<file path="src/rtl/csla_mp_pkg.sv">
// csla_mp_pkg: shared types and sizes for the multi-precision add sequencer.
// Optional subtract support is built when CSLA_MP_SUB_EN is defined.
package csla_mp_pkg;

  localparam int WORD_W      = 64;
  localparam int MAX_WORDS_D = 16;

  typedef enum logic [1:0] {
    IDLE  = 2'd0,
    RUN   = 2'd1,
    FLUSH = 2'd2
  } state_t;

endpackage

</file>
<file path="src/rtl/csla_64.sv">
// csla_64: 64-bit carry-select adder, four 16-bit blocks.
// Upper blocks precompute both carry-in cases and select on the chained carry.
module csla_64
  import csla_mp_pkg::*;
(
  input  logic [WORD_W-1:0] a,
  input  logic [WORD_W-1:0] b,
  input  logic              cin,
  output logic [WORD_W-1:0] sum,
  output logic              cout
);

  localparam int BW = 16;
  localparam int NB = WORD_W / BW;

  logic [NB:0] c;

  assign c[0] = cin;

  for (genvar i = 0; i < NB; i++) begin : g_blk
    logic [BW:0] s0;
    logic [BW:0] s1;

    assign s0 = {1'b0, a[i*BW +: BW]}
              + {1'b0, b[i*BW +: BW]};
    assign s1 = s0 + {{BW{1'b0}}, 1'b1};

    assign sum[i*BW +: BW] = c[i] ? s1[BW-1:0]
                                  : s0[BW-1:0];
    assign c[i+1] = c[i] ? s1[BW] : s0[BW];
  end

  assign cout = c[NB];

endmodule

</file>
<file path="src/rtl/csla_mp_ctrl.sv">
// csla_mp_ctrl: streams word pairs LSW-first through one csla_64.
// Build with CSLA_MP_SUB_EN to add the sub port (a - b mode).
module csla_mp_ctrl
  import csla_mp_pkg::*;
#(
  parameter  int MAX_WORDS = MAX_WORDS_D,
  localparam int LEN_W     = $clog2(MAX_WORDS + 1)
) (
  input  logic              clk,
  input  logic              rst_n,
  input  logic              start,
  input  logic [LEN_W-1:0]  len,
  input  logic              cin,
`ifdef CSLA_MP_SUB_EN
  input  logic              sub,
`endif
  output logic              busy,
  input  logic              a_valid,
  output logic              a_ready,
  input  logic [WORD_W-1:0] a,
  input  logic [WORD_W-1:0] b,
  output logic              sum_valid,
  input  logic              sum_ready,
  output logic [WORD_W-1:0] sum,
  output logic              sum_last,
  output logic              done,
  output logic              cout
);

  state_t             state_q;
  state_t             state_d;
  logic [LEN_W-1:0]   len_q;
  logic [LEN_W-1:0]   cnt_q;
  logic               carry_q;
  logic [WORD_W-1:0]  sum_q;
  logic               sum_valid_q;
  logic               sum_last_q;
  logic               done_q;
  logic               cout_q;

  logic               len_ok;
  logic               start_ok;
  logic               acc;
  logic               last_beat;
  logic               fin;
  logic               sub_sel;
  logic [WORD_W-1:0]  b_eff;
  logic [WORD_W-1:0]  add_sum;
  logic               add_cout;

`ifdef CSLA_MP_SUB_EN
  logic               sub_q;

  // Subtract mode latched with the start command.
  always_ff @(posedge clk or negedge rst_n) begin
    if (!rst_n) begin
      sub_q <= 1'b0;
    end else if (start_ok) begin
      sub_q <= sub;
    end
  end

  assign sub_sel = sub;
  assign b_eff   = sub_q ? ~b : b;
`else
  assign sub_sel = 1'b0;
  assign b_eff   = b;
`endif

  assign len_ok    = (len != '0)
                  && (len <= LEN_W'(MAX_WORDS));
  assign start_ok  = start && len_ok
                  && (state_q == IDLE) && !done_q;
  assign acc       = a_valid && a_ready;
  assign last_beat = (cnt_q == len_q - LEN_W'(1));
  assign fin       = (state_q == FLUSH)
                  && sum_valid_q && sum_ready;

  csla_64 u_add (
    .a    (a),
    .b    (b_eff),
    .cin  (carry_q),
    .sum  (add_sum),
    .cout (add_cout)
  );

  // State register.
  always_ff @(posedge clk or negedge rst_n) begin
    if (!rst_n) begin
      state_q <= IDLE;
    end else begin
      state_q <= state_d;
    end
  end

  // Next-state decode.
  always_comb begin
    state_d = state_q;
    unique case (state_q)
      IDLE:    if (start_ok) state_d = RUN;
      RUN:     if (acc && last_beat) state_d = FLUSH;
      FLUSH:   if (fin) state_d = IDLE;
      default: state_d = IDLE;
    endcase
  end

  // Handshake and status outputs.
  always_comb begin
    a_ready = 1'b0;
    busy    = done_q;
    unique case (1'b1)
      (state_q == RUN): begin
        a_ready = !sum_valid_q || sum_ready;
        busy    = 1'b1;
      end
      (state_q == FLUSH): busy = 1'b1;
      default: ;
    endcase
  end

  // Carry chain, beat counter and result register.
  always_ff @(posedge clk or negedge rst_n) begin
    if (!rst_n) begin
      len_q       <= '0;
      cnt_q       <= '0;
      carry_q     <= 1'b0;
      sum_q       <= '0;
      sum_valid_q <= 1'b0;
      sum_last_q  <= 1'b0;
      done_q      <= 1'b0;
      cout_q      <= 1'b0;
    end else begin
      done_q <= fin;
      if (start_ok) begin
        len_q   <= len;
        carry_q <= sub_sel ? 1'b1 : cin;
        cnt_q   <= '0;
        cout_q  <= 1'b0;
      end
      if (acc) begin
        sum_q       <= add_sum;
        carry_q     <= add_cout;
        sum_valid_q <= 1'b1;
        sum_last_q  <= last_beat;
        cnt_q       <= cnt_q + LEN_W'(1);
      end else if (sum_valid_q && sum_ready) begin
        sum_valid_q <= 1'b0;
        sum_last_q  <= 1'b0;
      end
      if (fin) begin
        cout_q <= carry_q;
      end
    end
  end

  assign sum_valid = sum_valid_q;
  assign sum       = sum_q;
  assign sum_last  = sum_last_q;
  assign done      = done_q;
  assign cout      = cout_q;

endmodule
</file>
<file path="config.mk">
export PLATFORM = sky130hd
export DESIGN_NAME = csla_mp_ctrl
export DESIGN_NICKNAME = d
export VERILOG_FILES = /design/src/rtl/csla_mp_pkg.sv /design/src/rtl/csla_64.sv /design/src/rtl/csla_mp_ctrl.sv
export SDC_FILE = /design/constraint.sdc
export NUM_CORES = 1
export LEC_CHECK = 0
export ABC_AREA = 0
export CAP_MARGIN = 20
export CORE_MARGIN = 5
export CORE_UTILIZATION = 50
export CTS_BUF_LIST = sky130_fd_sc_hd__clkbuf_8
export CTS_CLUSTER_DIAMETER = 50
export DETAILED_ROUTE_END_ITERATION = 8
export PLACE_DENSITY = 0.8
export SYNTH_ARGS = -nofsm -noshare
export SYNTH_HDL_FRONTEND = slang
export SYNTH_SLANG_ARGS = --single-unit
</file>
<file path="constraint.sdc">
create_clock -name clk -period 3.8 [get_ports clk]
set_clock_uncertainty 0.15 [all_clocks]
set_input_delay 0.38 -clock clk [delete_from_list [all_inputs] [get_ports clk]]
set_output_delay 0.38 -clock clk [all_outputs]
set_load 0.02 [all_outputs]
</file>
; Yosys cells after proc, flatten, opt, wreduce, memory -nomap -nowiden
; Index checks and enable logic that the tools add are counted.
; W data, S select, Z words.
[totals]
regBits = 81
inputBits = 139
out_inout_bits = 70
[classes]
add_sub_neg = 10
order_cmp = 1
eq_ne = 6
mux = 23
n_reduce_logical = 19
[op_table]
columns = op, count
row1 = $add A16 B16 Y17, 4
row2 = $add A17 B1 Y17 const B, 4
row3 = $mux W16, 4
row4 = $mux W1, 13
row5 = $mux W5, 2
row6 = $logic_and A1 B1 Y1, 9
row7 = $mux W2, 3
row8 = $ne A2 B2 Y1 const B, 3
row9 = $pmux W2 S3, 1
row10 = $reduce_bool A2 Y1, 3
row11 = $add A5 B1 Y5 const B, 1
row12 = $eq A5 B5 Y1, 1
row13 = $le A5 B5 Y1 const B, 1
row14 = $reduce_bool A5 Y1, 1
row15 = $sub A5 B1 Y5 const B, 1
row16 = $reduce_and A3 Y1, 1
row17 = $eq A2 B1 Y1 const B, 1
row18 = $eq A2 B2 Y1 const B, 1
row19 = $logic_not A1 Y1, 2
row20 = $logic_not A2 Y1, 1
row21 = $reduce_or A2 Y1, 1
row22 = $logic_or A1 B1 Y1, 1

; Depth between registers and ports, before layout
[depth]
ltp_word = 7
ltp_mapped = 15
mapped_depth_nobuf = 14

; Hierarchy
; A second synthesis with hierarchy kept.
[unflattened]
hier_cells = 1072
hier_area_um2 = 8510.7
[modules_own_cells]
columns = mod, instances, cells_per_inst, area_each_um2, seq_area_each_um2
row1 = csla_64, 1, 699, 5102.4, 0.0
row2 = csla_mp_ctrl, 1, 373, 3408.3, 2026.9

; Worst setup path after synthesis
; OpenSTA, ideal clock, no wires.
[synth_timing]
path_kind = input to register
from = input port a[0]
to = register sum_q[51] (netlist: sum[51])
setup_time_ps = 127
arrival_ps = 4184
required_ps = 3523
slack_ps = -661
cell_stages = 15
n_path_buf = 1
path_cell_list = ha_1 -> fa_1 -> a21o_1 -> a221oi_2 -> o21ai_2 -> xnor2_1 -> or4b_4 -> nor4_4 -> nand3_2 -> mux2i_4 -> mux2_4 -> xnor2_2 -> buf_4 -> mux2i_1 -> nand3_1
[synth_via]
elab_chain_len = 6
[synth_rtl]
columns = item, line
row1 = "start, declared", csla_mp_ctrl.sv:20  ; input logic [WORD_W-1:0] a,
row2 = $add A16 B16 Y17 (*), csla_64.sv:25  ; + {1'b0, b[i*BW +: BW]};
row3 = $add A17 B1 Y17, csla_64.sv:26  ; assign s1 = s0 + {{BW{1'b0}}, 1'b1};
row4 = $mux W1 (*) (3 in a row), csla_64.sv:30  ; assign c[i+1] = c[i] ? s1[BW] : s0[BW];
row5 = $mux W16 (*), csla_64.sv:28  ; assign sum[i*BW +: BW] = c[i] ? s1[BW-1:0]
row6 = "end signal, assigned", csla_mp_ctrl.sv:141  ; sum_q <= add_sum;
row7 = "end, declared", csla_mp_ctrl.sv:35  ; logic [WORD_W-1:0] sum_q;
; Every way passes the cells marked *; elsewhere a longest branch is shown, timed or not.
; A chain may end at the register's enable or synchronous reset.

; Final worst setup path
[layout_timing]
from = input port a[21]
to = register sum_q[60] (netlist: sum[60])
[layout_via]
elab_chain_len = 5
[layout_rtl]
columns = item, line
row1 = $add A16 B16 Y17 (*), csla_64.sv:25
row2 = $add A17 B1 Y17, csla_64.sv:26
row3 = $mux W1 (*) (2 in a row), csla_64.sv:30
row4 = $mux W16 (*), csla_64.sv:28
; Marks and branches as above.

==> impl_metrics.ini <==
[clock_network]
clock_path_buffers = 2
cts.sinks = 81
clock-root-buffer = clkbuf_8
clock_latency_ns = 0.36
cts_tree = built
cts-htree-levels = 3
path_clk_slew_ns = 0.09
cts_buffers = 9

[logic_synthesis]
yosysWarnings = 0
synth_area_leaders = dfrtp_1 26%, ha_1 12%, xnor2_1 6.8%, nand2_1 5.6%, xor2_1 5.4%
synth_cell_types = 75
async_flop_share_pct = 100.0
synth_area_um2 = 7680
synth_edf_count = 0
synth_cells = 905
ys_seq_elements = 81
yosys.area.top_type_share_pct = 26.39
syn_area_per_cell_um2 = 8.486
ys_seq_area_share_pct = 26.39
post-synth-top-area-cell = dfrtp_1
ys.flop_type = dfrtp_1
syn_nets = 1122

[power]
p_total_mw = 6.005
peakVddDrop_uv = 264.7
p_leak_nw = 5.718
cellPowerDensity_nw_per_um2 = 475.9

[sta]
rsz0062_at_grt = yes
final-setup-viol-count = 34
finalHoldViolCount = 0
maxSlewViolCount = 0
post-route-min-period_ns = 3.989
maxSlewHeadroom_pct = 29.00
fmax_ghz = 0.2507
setup_slack_ns = -0.1894
min_period_over_period_pct = 105.0
holdWs_ns = 0.2416
worstMarginPinSlew_ns = 1.065

[worst_setup_path]
path_common_cell = mux2_4
end_kind = flip-flop
crit_slowest_cell = a2111oi_4
cp_max_fo = 4
startpoint_type = input port
max_stage_delay_ns = 0.41
cp.arrival_ns = 4.09
crit_path_cell_trace = clkdlybuf4s15_1, ha_4, a2111oi_4, o21ai_2, a31o_4, mux2_4, nand4b_1, nor3b_2, buf_4, nand4b_1, mux2i_4, mux2_4, mux2_4, nand3_2, or3b_1
path_class = input port to flip-flop
required_ns = 3.90

[global_route]
grtUsageTotal_pct = 26.05
grt_pass1_wl_um = 38750
grt.overflow.total = 0
antenna_found_initial = 1
grt_max_degree = 82
grt_pass1_vias = 8313

[final_layout]
layout_commonest_cell = buf_4
area_delta_synth_final_pct = 64.30
layout.cells.most_common_list = 197 x buf_4, 160 x clkdlybuf4s50_1, 110 x nand2_1
nets = 1525
final_util_pct = 83.31
drive_above_1_share_pct = 28.03
fillers = 832

[floorplanning]
die_h_um = 133.9
dieArea_um2 = 17940
rows = 45
die_x_um = 133.9
boundaryPins = 209
fp.coreArea_um2 = 15150
start_util_pct = 50.71

[drt]
routedWlPerCell_um = 18.73
vias = 8788
ant_nets = 0
first_pass_iters = 5
drt-initial-drc-count = 563
route.detailed.drc = 0
wirelength_um = 28130
vias_per_cell = 5.851

[run]
drv_cap = 0

[hold_path]
hold_class = input port to asynchronous set/reset pin

[status]
violations = negative setup slack
status = finished with violations

[place]
pre_cts_ws_ns = -1.021
dp_hpwl_um = 17820
place_congestion = 0.9303
port_buffers = 208
-- flip-flops by register name, indices dropped and copies added (netlist names) --
signal	flops
sum	64
cnt_q	5
len_q	5
state_q	2
carry_q	1
cout	1
done	1
sum_last	1
sum_valid	1
-- path summary, 6_finish.rpt --
check	start	endpoint	slack [ns]	cells past startpoint
worst max-delay path	a[21]	sum[60]	-0.19	15
worst min-delay path	rst_n	sum[11]	0.24	2
worst max register to register	carry_q	sum[39]	0.82	12
worst min register to register	sum[48]	sum[48]	0.34	2
max in group asynchronous	rst_n	sum[52]	2.66	3
min in group clk	a[0]	sum[0]	0.28	4
-- critical path, delay by kind of cell --
| kind | cells | cell delay [ns] |
|---|---|---|
| buffers and inverters | 2 | 0.39 |
| multiplexers | 4 | 1.22 |
| AO/OA/AOI/OAI | 3 | 0.84 |
| adder cells (fa/ha/maj) | 1 | 0.22 |
| AND/OR/NAND/NOR | 5 | 1.02 |
-- area by class of cell --
cell class | instances | area [µm²] | share of cell area, %
multi-input combinational | 771 | 6291 | 49.86
clock buffer | 9 | 123.9 | 0.9817
tap | 188 | 235.2 | 1.864
clock inverter | 7 | 85.08 | 0.6743
timing repair buffer | 420 | 3760 | 29.80
sequential | 81 | 2027 | 16.06
antenna | 1 | 2.502 | 0.01983
inverter | 25 | 93.84 | 0.7437
-- report_power, final --
part	switching, mW	internal [mW]	total, mW	leakage, nW
Combinational	1.92	1.83	3.74	4.60
Sequential	0.304	1.26	1.56	1.00
Clock	0.335	0.364	0.699	0.113
Total	2.55	3.45	6.00	5.72
-- logic make-up after synthesis --
kind of cell / count (synthesis) / synth area share, %
adder cells (fa/ha/maj): 78 / 13.10
flip-flops: 81 / 26.39
AND/OR/NAND/NOR: 327 / 21.85
multiplexers: 29 / 4.236
XOR/XNOR: 110 / 12.84
AO/OA/AOI/OAI: 227 / 18.90
buffers and inverters: 53 / 2.688
-- cell usage after synthesis, types with 5 or more instances --
library cell,n
xor2_1,47
inv_1,25
mux2i_1,13
a211oi_1,5
o21ai_0,51
a22oi_1,5
nor2b_1,7
o211ai_1,8
nand3_1,32
xnor2_1,60
a21o_1,28
nand2b_1,7
and2_1,16
o21ai_1,24
or3_1,7
clkbuf_1,21
a31o_2,5
o31ai_1,7
mux2_2,12
nand4_1,20
nor3_1,24
or2_2,5
nor4_1,9
ha_1,74
a21oi_1,43
dfrtp_1,81
nor2_1,41
o21a_1,5
a31oi_1,8
nand2_1,115
and3_1,16
-- per-stage QoR --
stage	instances	TNS (ns)	area, µm²
detailed placement	1451	-39.49	11310
global placement	1451	-36.27	11310
finish	1502	-3.847	12620
global route	1502	-9.410	12620
floorplan	905	-6.312	7761
CTS	1484	-0.4486	12020
-- routing by layer --
| metal | up-vias | share of wire (%) | track usage [%] |
|---|---|---|---|
| li1 | 4106 | - | - |
| met1 | 4158 | 37 | 29.38 |
| met2 | 397 | 51 | 47.50 |
| met3 | 127 | 6.8 | 4.876 |
| met4 | 0 | 5.4 | 11.94 |
| met5 | - | 0 | 0 |
-- what timing repair did --
| action | 4_1_cts | 5_1_grt |
|---|---|---|
| endpoints found under the setup margin | 49 | 42 |
| pin swaps | 62 | 63 |
| gates cloned | 0 | 1 |
| endpoints found under the hold margin | 0 | 9 |
| gates resized for setup | 113 | 95 |
| buffers inserted | 19 | 15 |
| hold buffers | 0 | 1 |
Power figures use the tool's default switching activity.
